===== config.mk =====
export PLATFORM = sky130hd
export DESIGN_NAME = fifo_wr_arbiter
export DESIGN_NICKNAME = d
export VERILOG_FILES = /design/src/rtl/fifo_wr_arbiter.sv
export SDC_FILE = /design/constraint.sdc
export NUM_CORES = 1
export LEC_CHECK = 0
export CAP_MARGIN = 20
export CORE_MARGIN = 3
export CORE_UTILIZATION = 33
export CTS_CLUSTER_DIAMETER = 150
export DETAILED_ROUTE_END_ITERATION = 10
export HOLD_SLACK_MARGIN = 0.05
export PLACE_DENSITY_LB_ADDON = 0.15
export SLEW_MARGIN = 20
export SYNTH_ARGS = -nofsm -noshare
export SYNTH_HDL_FRONTEND = slang
export SYNTH_SLANG_ARGS = --single-unit

===== constraint.sdc =====
create_clock -name clk -period 3.2 [get_ports clk]
set_clock_uncertainty 0.15 [all_clocks]
set_input_delay 0.48 -clock clk [delete_from_list [all_inputs] [get_ports clk]]
set_output_delay 0.48 -clock clk [all_outputs]
set_load 0.005 [all_outputs]

===== src/rtl/fifo_wr_arbiter.sv =====
// rtl/fifo_wr_arbiter.sv - round-robin burst arbiter sharing one FIFO write port among NREQ producers
// Optional stall counter output is enabled by defining FIFO_ARB_STATS_EN.
module fifo_wr_arbiter #(
  parameter int NREQ  = 4,
  parameter int WIDTH = 8,
  parameter int BURST = 4,
  localparam int OW = (NREQ > 1) ? $clog2(NREQ) : 1,
  localparam int BW = (BURST > 1) ? $clog2(BURST) : 1
) (
  input  logic                  clk,
  input  logic                  rst,
  input  logic [NREQ-1:0]       req,
  input  logic [NREQ*WIDTH-1:0] req_data,
  output logic [NREQ-1:0]       gnt,
  input  logic                  fifo_full,
  output logic                  fifo_wr_en,
  output logic [WIDTH-1:0]      fifo_wr_data,
  output logic [OW-1:0]         owner,
`ifdef FIFO_ARB_STATS_EN
  output logic [15:0]           stall_cnt,
`endif
  output logic                  busy
);

  localparam logic [0:0] S_IDLE = 1'b0;
  localparam logic [0:0] S_OWN  = 1'b1;

  logic [0:0]       state;
  logic [BW-1:0]    burst_cnt;
  logic [OW-1:0]    next_owner;
  logic             req_own;
  logic             xfer;
  logic [WIDTH-1:0] lane;

  assign req_own = req[owner];
  assign lane    = req_data[int'(owner)*WIDTH +: WIDTH];
  assign xfer    = (state == S_OWN) && req_own && !fifo_full;
  assign busy    = (state == S_OWN);

  // Scan from farthest to nearest so the nearest requester after owner wins.
  always_comb begin
    next_owner = owner;
    for (int k = NREQ; k >= 1; k--) begin
      if (req[(int'(owner) + k) % NREQ])
        next_owner = OW'((int'(owner) + k) % NREQ);
    end
  end

  always_comb begin
    gnt          = '0;
    fifo_wr_en   = xfer;
    fifo_wr_data = (state == S_OWN) ? lane : '0;
    if (xfer)
      gnt[owner] = 1'b1;
  end

  always_ff @(posedge clk) begin
    if (rst) begin
      state     <= S_IDLE;
      owner     <= OW'(NREQ - 1);
      burst_cnt <= '0;
    end else begin
      case (state)
        S_IDLE: begin
          if (|req) begin
            state     <= S_OWN;
            owner     <= next_owner;
            burst_cnt <= '0;
          end
        end
        default: begin
          // Stalls (req held, FIFO full) fall through every branch and keep the count.
          if (!req_own) begin
            state     <= S_IDLE;
            burst_cnt <= '0;
          end else if (xfer) begin
            if (burst_cnt == BW'(BURST - 1)) begin
              state     <= S_IDLE;
              burst_cnt <= '0;
            end else begin
              burst_cnt <= burst_cnt + BW'(1);
            end
          end
        end
      endcase
    end
  end

`ifdef FIFO_ARB_STATS_EN
  always_ff @(posedge clk) begin
    if (rst)
      stall_cnt <= '0;
    else if ((state == S_OWN) && req_own && fifo_full && (stall_cnt != 16'hFFFF))
      stall_cnt <= stall_cnt + 16'd1;
  end
`endif

endmodule


# After elaboration in Yosys (flattened, before gate mapping)
# Index checks and enable logic that the tools add are counted.
# Widths: inputs -> output; s select.
dict set report totals {
  regBits 5
  elab_cells 67
  input_bits 39
}
dict set report op_classes {
  mux 32
  eq_ne 2
  addsub 5
  n_reduce_logical 13
  bitwise 5
  n_shift 1
  n_lt_le_gt_ge 6
}
# operator n
set ops {}
lappend ops {{$shiftx 32x6->8} 1}
lappend ops {{$mux 2} 9}
lappend ops {{$lt 3x4->1 const B} 4}
lappend ops {{$mux 1} 15}
lappend ops {{$bmux 1 s2} 5}
lappend ops {{$mux 8} 1}
lappend ops {{$reduce_or 2->1} 4}
lappend ops {{$add 2x1->2 const B} 3}
lappend ops {{$add 2x2->2 const B} 2}
lappend ops {{$and 1x1->1 const A} 4}
lappend ops {{$mux 4} 1}
lappend ops {{$reduce_bool 4->1} 1}
lappend ops {{$reduce_or 4->1} 1}
lappend ops {{$logic_and 1x1->1} 3}
lappend ops {{$lt 2x3->1 const B} 1}
lappend ops {{$ne 3x3->1 const B} 1}
lappend ops {{$reduce_and 3->1} 1}
lappend ops {{$demux 1 s2} 1}
lappend ops {{$eq 2x2->1 const B} 1}
lappend ops {{$ge 2x1->1 const B} 1}
lappend ops {{$reduce_and 2->1} 1}
lappend ops {{$reduce_bool 2->1} 1}
lappend ops {{$logic_not 1->1} 1}
lappend ops {{$not 1->1} 1}

# Depth between registers and ports, before layout
# Gate-level depths: netlist of run 1.
dict set report logic_depth {
  depth_word 10
  ltp_mapped 7
}

# Worst setup path before layout of run 1
# OpenSTA, ideal clock, no wires.
dict set report synth_timing {
  path_type {register to register}
  start {register owner[1]}
  end {register owner[0]}
  synth_period_minus_slack_ns 2.355
  path_slack_ns 0.845
  t_required_ns 2.978
  stages_incl_launch_ff 8
  n_path_buf 1
  arrival_time_ns 2.134
  cell_sequence {dfxtp_1 -> clkbuf_1 -> inv_1 -> ha_1 -> mux4_2 -> nor2b_4 -> a2111oi_2 -> mux2i_1}
}
dict set report synth_via {
  elab_chain_len 7
  word_cells_on_any_way 21
  cone_classes {add/sub: 4; mux: 15; reduce/logical: 2}
}
# element line
set synth_lines {}
lappend synth_lines {{start: declaration} 18} ;# output logic [OW-1:0] owner,
lappend synth_lines {{start signal: assignment} 60} ;# owner <= OW'(NREQ - 1);
lappend synth_lines {{start signal: assignment} 67} ;# owner <= next_owner;
lappend synth_lines {{$add 2x2->2} 44} ;# if (req[(int'(owner) + k) % NREQ])
lappend synth_lines {{$bmux 1 s2} 44}
lappend synth_lines {{$mux 1 (not written as such) (2 in series)} 44}
lappend synth_lines {{$mux 2 (3 in series)} 44}
# Parallel ways exist; a longest one is shown, timed or not. The select of a mux whose other input is x is not followed.
# A chain may end at the register's enable or synchronous reset.

# Worst setup path in the final report of run 1
dict set report layout_timing {
  start {register owner[0]}
  end {output fifo_wr_en}
}
dict set report layout_via {
  elab_chain_len 4
}
# element line
set layout_lines {}
lappend layout_lines {{$bmux 1 s2} 35} ;# assign req_own = req[owner];
lappend layout_lines {{$mux 1 (not written as such)} 35}
lappend layout_lines {{$logic_and 1x1->1 (2 in series)} 37} ;# assign xfer = (state == S_OWN) && req_own && !fifo_full;
lappend layout_lines {{end: declaration} 16} ;# output logic fifo_wr_en,
# Every way passes these cells. The select of a mux whose other input is x is not followed.

==> flow_metrics.py, run 1 <==
metrics = {
    "global_route": {
        "gr-total-overflow": 0,
        "grt_usage": 0.1649,
        "grt_start_max_net_pins": 17,
        "grt_first_pass_wirelength_um": 3594,
        "grt_pass1_vias": 793,
        "antenna_found_initial": 0,
    },
    "drt": {
        "dr_wl_met3_um": 115,
        "drt_iter0_drc": 4,
        "drc_errors": 0,
        "wl_um": 2166,
        "post_drt_wl_per_cell_um": 13.80,
        "drt_pass1_iterations": 4,
        "vias": 803,
        "drt-met1-wl_um": 878,
        "highest_layer": "met4",
        "route.met2.wl_um": 1164,
        "ant_nets": 0,
        "vias_per_cell": 5.115,
    },
    "critical_path": {
        "r2r_start": "owner[0]",
        "path_cells": "mux4_2, and2_1, clkdlybuf4s50_1",
        "startpoint_type": "flop",
        "reg2reg_to": "owner[0]",
        "cp.arrival_ps": 2330,
        "crit_path_end_kind": "output port",
        "critPathRequiredTime_ps": 2570,
        "rr_worst_depth": 6,
        "worstSetupPathType": "reg -> out",
        "crit_path_top_delay_cell": "dfxtp_1",
        "slowest_delay_ps": 800,
        "path_max_fanout": 14,
        "regToRegSetupSlack_ps": 550,
    },
    "sta": {
        "finalSetupViolations": 0,
        "hold_viol_final": 0,
        "fmax_mhz": 338.1,
        "slew_viol_final": 0,
        "final.min_clock_period_ps": 2957,
        "min_period_over_period": 0.9242,
        "rsz0062_at_grt": "no",
        "tns_ps": 0,
        "worst_pin_slew_ps": 748.5,
        "max_slew_margin": 0.5004,
    },
    "final_layout": {
        "drive_above_1_share": 0.1615,
        "synthToLayoutAreaGrowth_pct": 78.57,
        "fill_cells": 173,
        "nets": 175,
        "antennaDiodeCount": 0,
    },
    "clocking": {
        "clk_latency_ps": 240,
        "clkTransAtPathRegs_ps": 40,
        "cts_buffers": 3,
        "root_buffer": "clkbuf_4",
        "ctsResizeCount": 0,
        "clock-sinks": 5,
        "cts_tree": "done",
        "htree_levels": 1,
        "clockBufferDepth": 2,
        "cts_hold_buf": 0,
        "postCtsSetupRepairBufs": 0,
    },
    "power": {
        "p_per_area_nw_per_um2": 475.8,
        "leakage_nw": 0.5365,
        "finalPower_uw": 640.0,
        "ir_drop_uv": 284.8,
    },
    "synth": {
        "ys.flop_type": "dfxtp_1",
        "synth_commonest_cells": "mux4_2, and2_1, inv_1",
        "ys_ff_latch": 5,
        "yosys_warnings": 0,
        "yosysMostFrequentCell": "mux4_2",
        "ys_seq_area_frac": 0.1329,
        "syn_nets": 118,
        "synth_top_area_frac": 0.3588,
        "syn_avg_cell_area_um2": 10.18,
        "synthArstFlopShare": 0,
        "synth_area_leaders": "mux4_2, dfxtp_1, ha_1, and2_1, and3_1",
        "synth_edf_count": 0,
        "netlist_area_um2": 753.2,
        "synth_top_area_cell": "mux4_2",
        "ys_types": 27,
        "netlist_instances": 74,
    },
    "placed_design": {
        "place.gp.congestion": 0.7616,
        "dp_hpwl_um": 1847,
        "port_buffers": 54,
    },
    "min_path": {
        "worstHoldStart": "burst_cnt[1]",
        "hold_class": "reg -> reg",
        "min_delay_path_depth": 2,
        "hold_end": "burst_cnt[1]",
    },
    "outcome": {
        "status": "complete, no violations",
    },
    "die": {
        "die_y_um": 53.78,
        "die_w_um": 53.78,
        "num_rows": 16,
        "dieArea_um2": 2892,
        "start_util": 0.3653,
        "core_um2": 2062,
        "io_pins": 55,
    },
    "flow_run": {
        "max-cap-violations": 0,
    },
}
state kept, by name, indices dropped and copies added, names as in the netlist:
name / flops
burst_cnt: 2
owner: 2
busy: 1
logic make-up (layout without fill, tap and decap cells):
family                     after synthesis  count (layout)  synth area share
and+or+nand+nor                         29              29            0.2259
muxes                                   14              14            0.3870
AOI/OAI and AO/OA                       11              11            0.1096
buffers and inverters                   10              66           0.06146
adders and majority gates                5               5           0.08306
DFF                                      5               5            0.1329
placed cells by master (no fill, tap or decap):
cell,count
o2bb2ai_1,1
buf_4,2
clkbuf_4,3
a211o_1,1
a211oi_1,1
or4_1,1
nand3_1,1
clkdlybuf4s50_1,54
o21ai_0,4
ha_1,5
clkbuf_1,1
nor2_1,4
and2_1,9
a31oi_1,1
and3_1,4
nor2b_1,2
mux2_2,1
o211ai_1,1
nor2b_4,1
inv_1,6
a221oi_1,1
or3b_2,1
nand2_1,3
mux2i_1,1
nor3_1,3
a2111oi_2,1
dfxtp_1,5
mux4_2,12
worst max path at each step:
| stage | startpoint | to | slack [ps] | cells past startpoint |
|---|---|---|---|---|
| finish | owner[0] | fifo_wr_en | 240 | 3 |
| global route | owner[0] | fifo_wr_en | 50 | 3 |
| CTS | owner[0] | fifo_wr_en | 200 | 3 |
| detailed placement | req[0] | fifo_wr_en | 380 | 4 |
| global placement | req[0] | fifo_wr_en | 400 | 4 |
| floorplan | owner[1] | owner[0] | 840 | 7 |
critical path: cells and delay by family, from the launching register on:
| family | cells | cell delay [ps] |
|---|---|---|
| buf+inv | 1 | 440 |
| flops | 1 | 800 |
| mux | 1 | 650 |
| simple gates | 1 | 190 |
power by group:
| group | switching (mW) | internal (mW) |
|---|---|---|
| Sequential | 0.0601 | 0.0756 |
| Combinational | 0.134 | 0.300 |
| Clock | 0.0237 | 0.0470 |
metrics by stage:
stage / area (um2) / setup WS, ps / cells / util / hold WS [ps]
floorplan: 753.2 / 844.7 / 74 / - / 289.7
detailed placement: 1319 / 375.3 / 153 / 0.6396 / 319.4
global placement: 1319 / 395.8 / 153 / 0.6396 / 309.4
CTS: 1345 / 197.6 / 157 / 0.6523 / 325.0
global route: 1345 / 53.22 / 157 / 0.6523 / 360.2
finish: 1345 / 242.6 / 157 / 0.6523 / 320.4
layout make-up:
class                      count  area (um2)  share of cell area
timing repair buffer          56       555.5              0.4130
sequential                     5       100.1             0.07442
multi-input combinational     59       606.8              0.4512
tap                           27       33.78             0.02512
inverter                       6       22.52             0.01674
clock buffer                   4       26.28             0.01953
layer usage:
metal,GRT usage,vias up
li1,-,394
met1,0.1956,380
met2,0.3145,26
met3,0.02216,3
met4,0.02553,0
met5,0,-
(Power assumes the default switching activity.)
==> run 2: changes to the inputs <==
--- a/config.mk
+++ b/config.mk
@@ -6,8 +6,9 @@
 export NUM_CORES = 1
 export LEC_CHECK = 0
 export CAP_MARGIN = 20
-export CORE_MARGIN = 3
+export CORE_MARGIN = 8
 export CORE_UTILIZATION = 33
+export CTS_BUF_LIST = sky130_fd_sc_hd__clkbuf_8
 export CTS_CLUSTER_DIAMETER = 150
 export DETAILED_ROUTE_END_ITERATION = 10
 export HOLD_SLACK_MARGIN = 0.05
==> flow_metrics.py, run 2 (same netlist as run 1, synthesis figures left out) <==
metrics = {
    "min_path": {
        "hold_end": "burst_cnt[1]",
        "worstHoldStart": "burst_cnt[1]",
        "min_delay_path_depth": 2,
        "hold_class": "reg -> reg",
    },
    "final_layout": {
        "utilization": 0.6231,
        "stdcell_count": 158,
        "antennaDiodeCount": 0,
        "final_cell_area_um2": 1365,
        "final_common_cell": "clkdlybuf4s50_1",
        "layout_common_cells": "clkdlybuf4s50_1, mux4_2, and2_1",
        "synthToLayoutAreaGrowth_pct": 81.23,
        "nets": 175,
        "drive_above_1_share": 0.1615,
    },
    "clocking": {
        "postCtsSetupRepairBufs": 0,
        "cts_tree": "done",
        "ctsResizeCount": 0,
        "cts_hold_buf": 0,
        "htree_levels": 1,
        "root_buffer": "clkbuf_8",
        "clock-sinks": 5,
        "clkTransAtPathRegs_ps": 40,
        "clockBufferDepth": 2,
        "cts_buffers": 3,
        "clk_latency_ps": 220,
    },
    "global_route": {
        "gr-total-overflow": 0,
        "antenna_found_initial": 0,
        "grt_pass1_vias": 804,
        "grt_first_pass_wirelength_um": 4140,
        "grt_start_max_net_pins": 17,
        "grt_usage": 0.1224,
    },
    "critical_path": {
        "worstSetupPathType": "reg -> out",
        "path_max_fanout": 12,
        "startpoint_type": "flop",
        "critPathRequiredTime_ps": 2570,
        "regToRegSetupSlack_ps": 610,
        "cp.arrival_ps": 2270,
        "r2r_start": "owner[0]",
        "crit_path_top_delay_cell": "dfxtp_1",
        "startpoint": "owner[0]",
        "slowest_delay_ps": 750,
        "path_cells": "mux4_2, and2_1, clkdlybuf4s50_1",
        "reg2reg_to": "owner[0]",
        "crit_path_end_kind": "output port",
        "rr_worst_depth": 6,
    },
    "placed_design": {
        "port_buffers": 54,
        "placed_cells": 154,
        "place.gp.congestion": 0.7450,
        "dp_hpwl_um": 2084,
        "dpl_cell_area_um2": 1320,
    },
    "outcome": {
        "status": "complete, no violations",
    },
    "sta": {
        "rsz0062_at_grt": "no",
        "slew_viol_final": 0,
        "hold_viol_final": 0,
        "worst_pin_slew_ps": 685.8,
        "final.min_clock_period_ps": 2900,
        "max_slew_margin": 0.5422,
        "tns_ps": 0,
        "min_period_over_period": 0.9063,
        "finalSetupViolations": 0,
        "fmax_mhz": 344.8,
    },
    "drt": {
        "wl_um": 2435,
        "vias_per_cell": 5.032,
        "drc_errors": 0,
        "ant_nets": 0,
        "drt_pass1_iterations": 4,
        "vias": 795,
        "post_drt_wl_per_cell_um": 15.41,
        "drt_iter0_drc": 27,
    },
    "die": {
        "num_rows": 17,
        "core_um2": 2191,
        "start_util": 0.3438,
        "io_pins": 55,
        "die_y_um": 63.78,
        "die_w_um": 63.78,
        "dieArea_um2": 4067,
    },
    "power": {
        "finalPower_uw": 682.6,
        "ir_drop_uv": 284.2,
        "p_per_area_nw_per_um2": 500.0,
        "leakage_nw": 0.5484,
    },
    "flow_run": {
        "max-cap-violations": 0,
    },
}
run 2: metal layers:
layer	part of all wire	track usage	wire length, um
met1	0.44	0.1482	1066
met5	0	0	0
met2	0.50	0.2079	1222
met3	0.057	0.03833	139
met4	0.0025	0.02507	6
run 2: final cells by class:
type                       instances  area (um2)
clock buffer                       3       41.29
clock inverter                     1       3.754
fill                             185       825.8
inverter                           6       22.52
multi-input combinational         59       606.8
sequential                         5       100.1
tap                               28       35.03
timing repair buffer              56       555.5
run 2: worst max path at each step:
stage / endpoint / cells past startpoint
3_5_place_dp: fifo_wr_en / 4
4_1_cts: fifo_wr_en / 3
5_1_grt: fifo_wr_en / 3
3_3_place_gp: fifo_wr_en / 4
6_report: fifo_wr_en / 3
2_1_floorplan: owner[0] / 7
run 2: per-stage QoR:
stage / worst slack (ps) / hold WS (ps)
floorplan: 844.7 / 289.7
global placement: 391.7 / 309.7
detailed placement: 359.6 / 311.6
CTS: 255.4 / 316.3
global route: 139.5 / 358.7
finish: 299.7 / 310.6
run 2: worst max-delay path, delay by kind of cell, from the launching register on:
| family | cells | cell delay [ps] |
|---|---|---|
| buffers and inverters | 1 | 450 |
| flip-flops | 1 | 750 |
| multiplexers | 1 | 650 |
| AND/OR/NAND/NOR | 1 | 190 |
run 2: report_power, final:
| group | leakage, nW | internal (mW) | total, mW | switching (mW) |
|---|---|---|---|---|
| logic | 0.480 | 0.299 | 0.444 | 0.145 |
| clock network | 0.0269 | 0.0821 | 0.112 | 0.0296 |
| registers | 0.0413 | 0.0758 | 0.127 | 0.0512 |
==> run 3: changes to the inputs <==
--- a/config.mk
+++ b/config.mk
@@ -11,7 +11,6 @@
 export CTS_BUF_LIST = sky130_fd_sc_hd__clkbuf_8
 export CTS_CLUSTER_DIAMETER = 150
 export DETAILED_ROUTE_END_ITERATION = 10
-export HOLD_SLACK_MARGIN = 0.05
 export PLACE_DENSITY_LB_ADDON = 0.15
 export SLEW_MARGIN = 20
 export SYNTH_ARGS = -nofsm -noshare
==> results of run 3 <==
The final DEF is identical to that of run 2; final timing and power are the same.
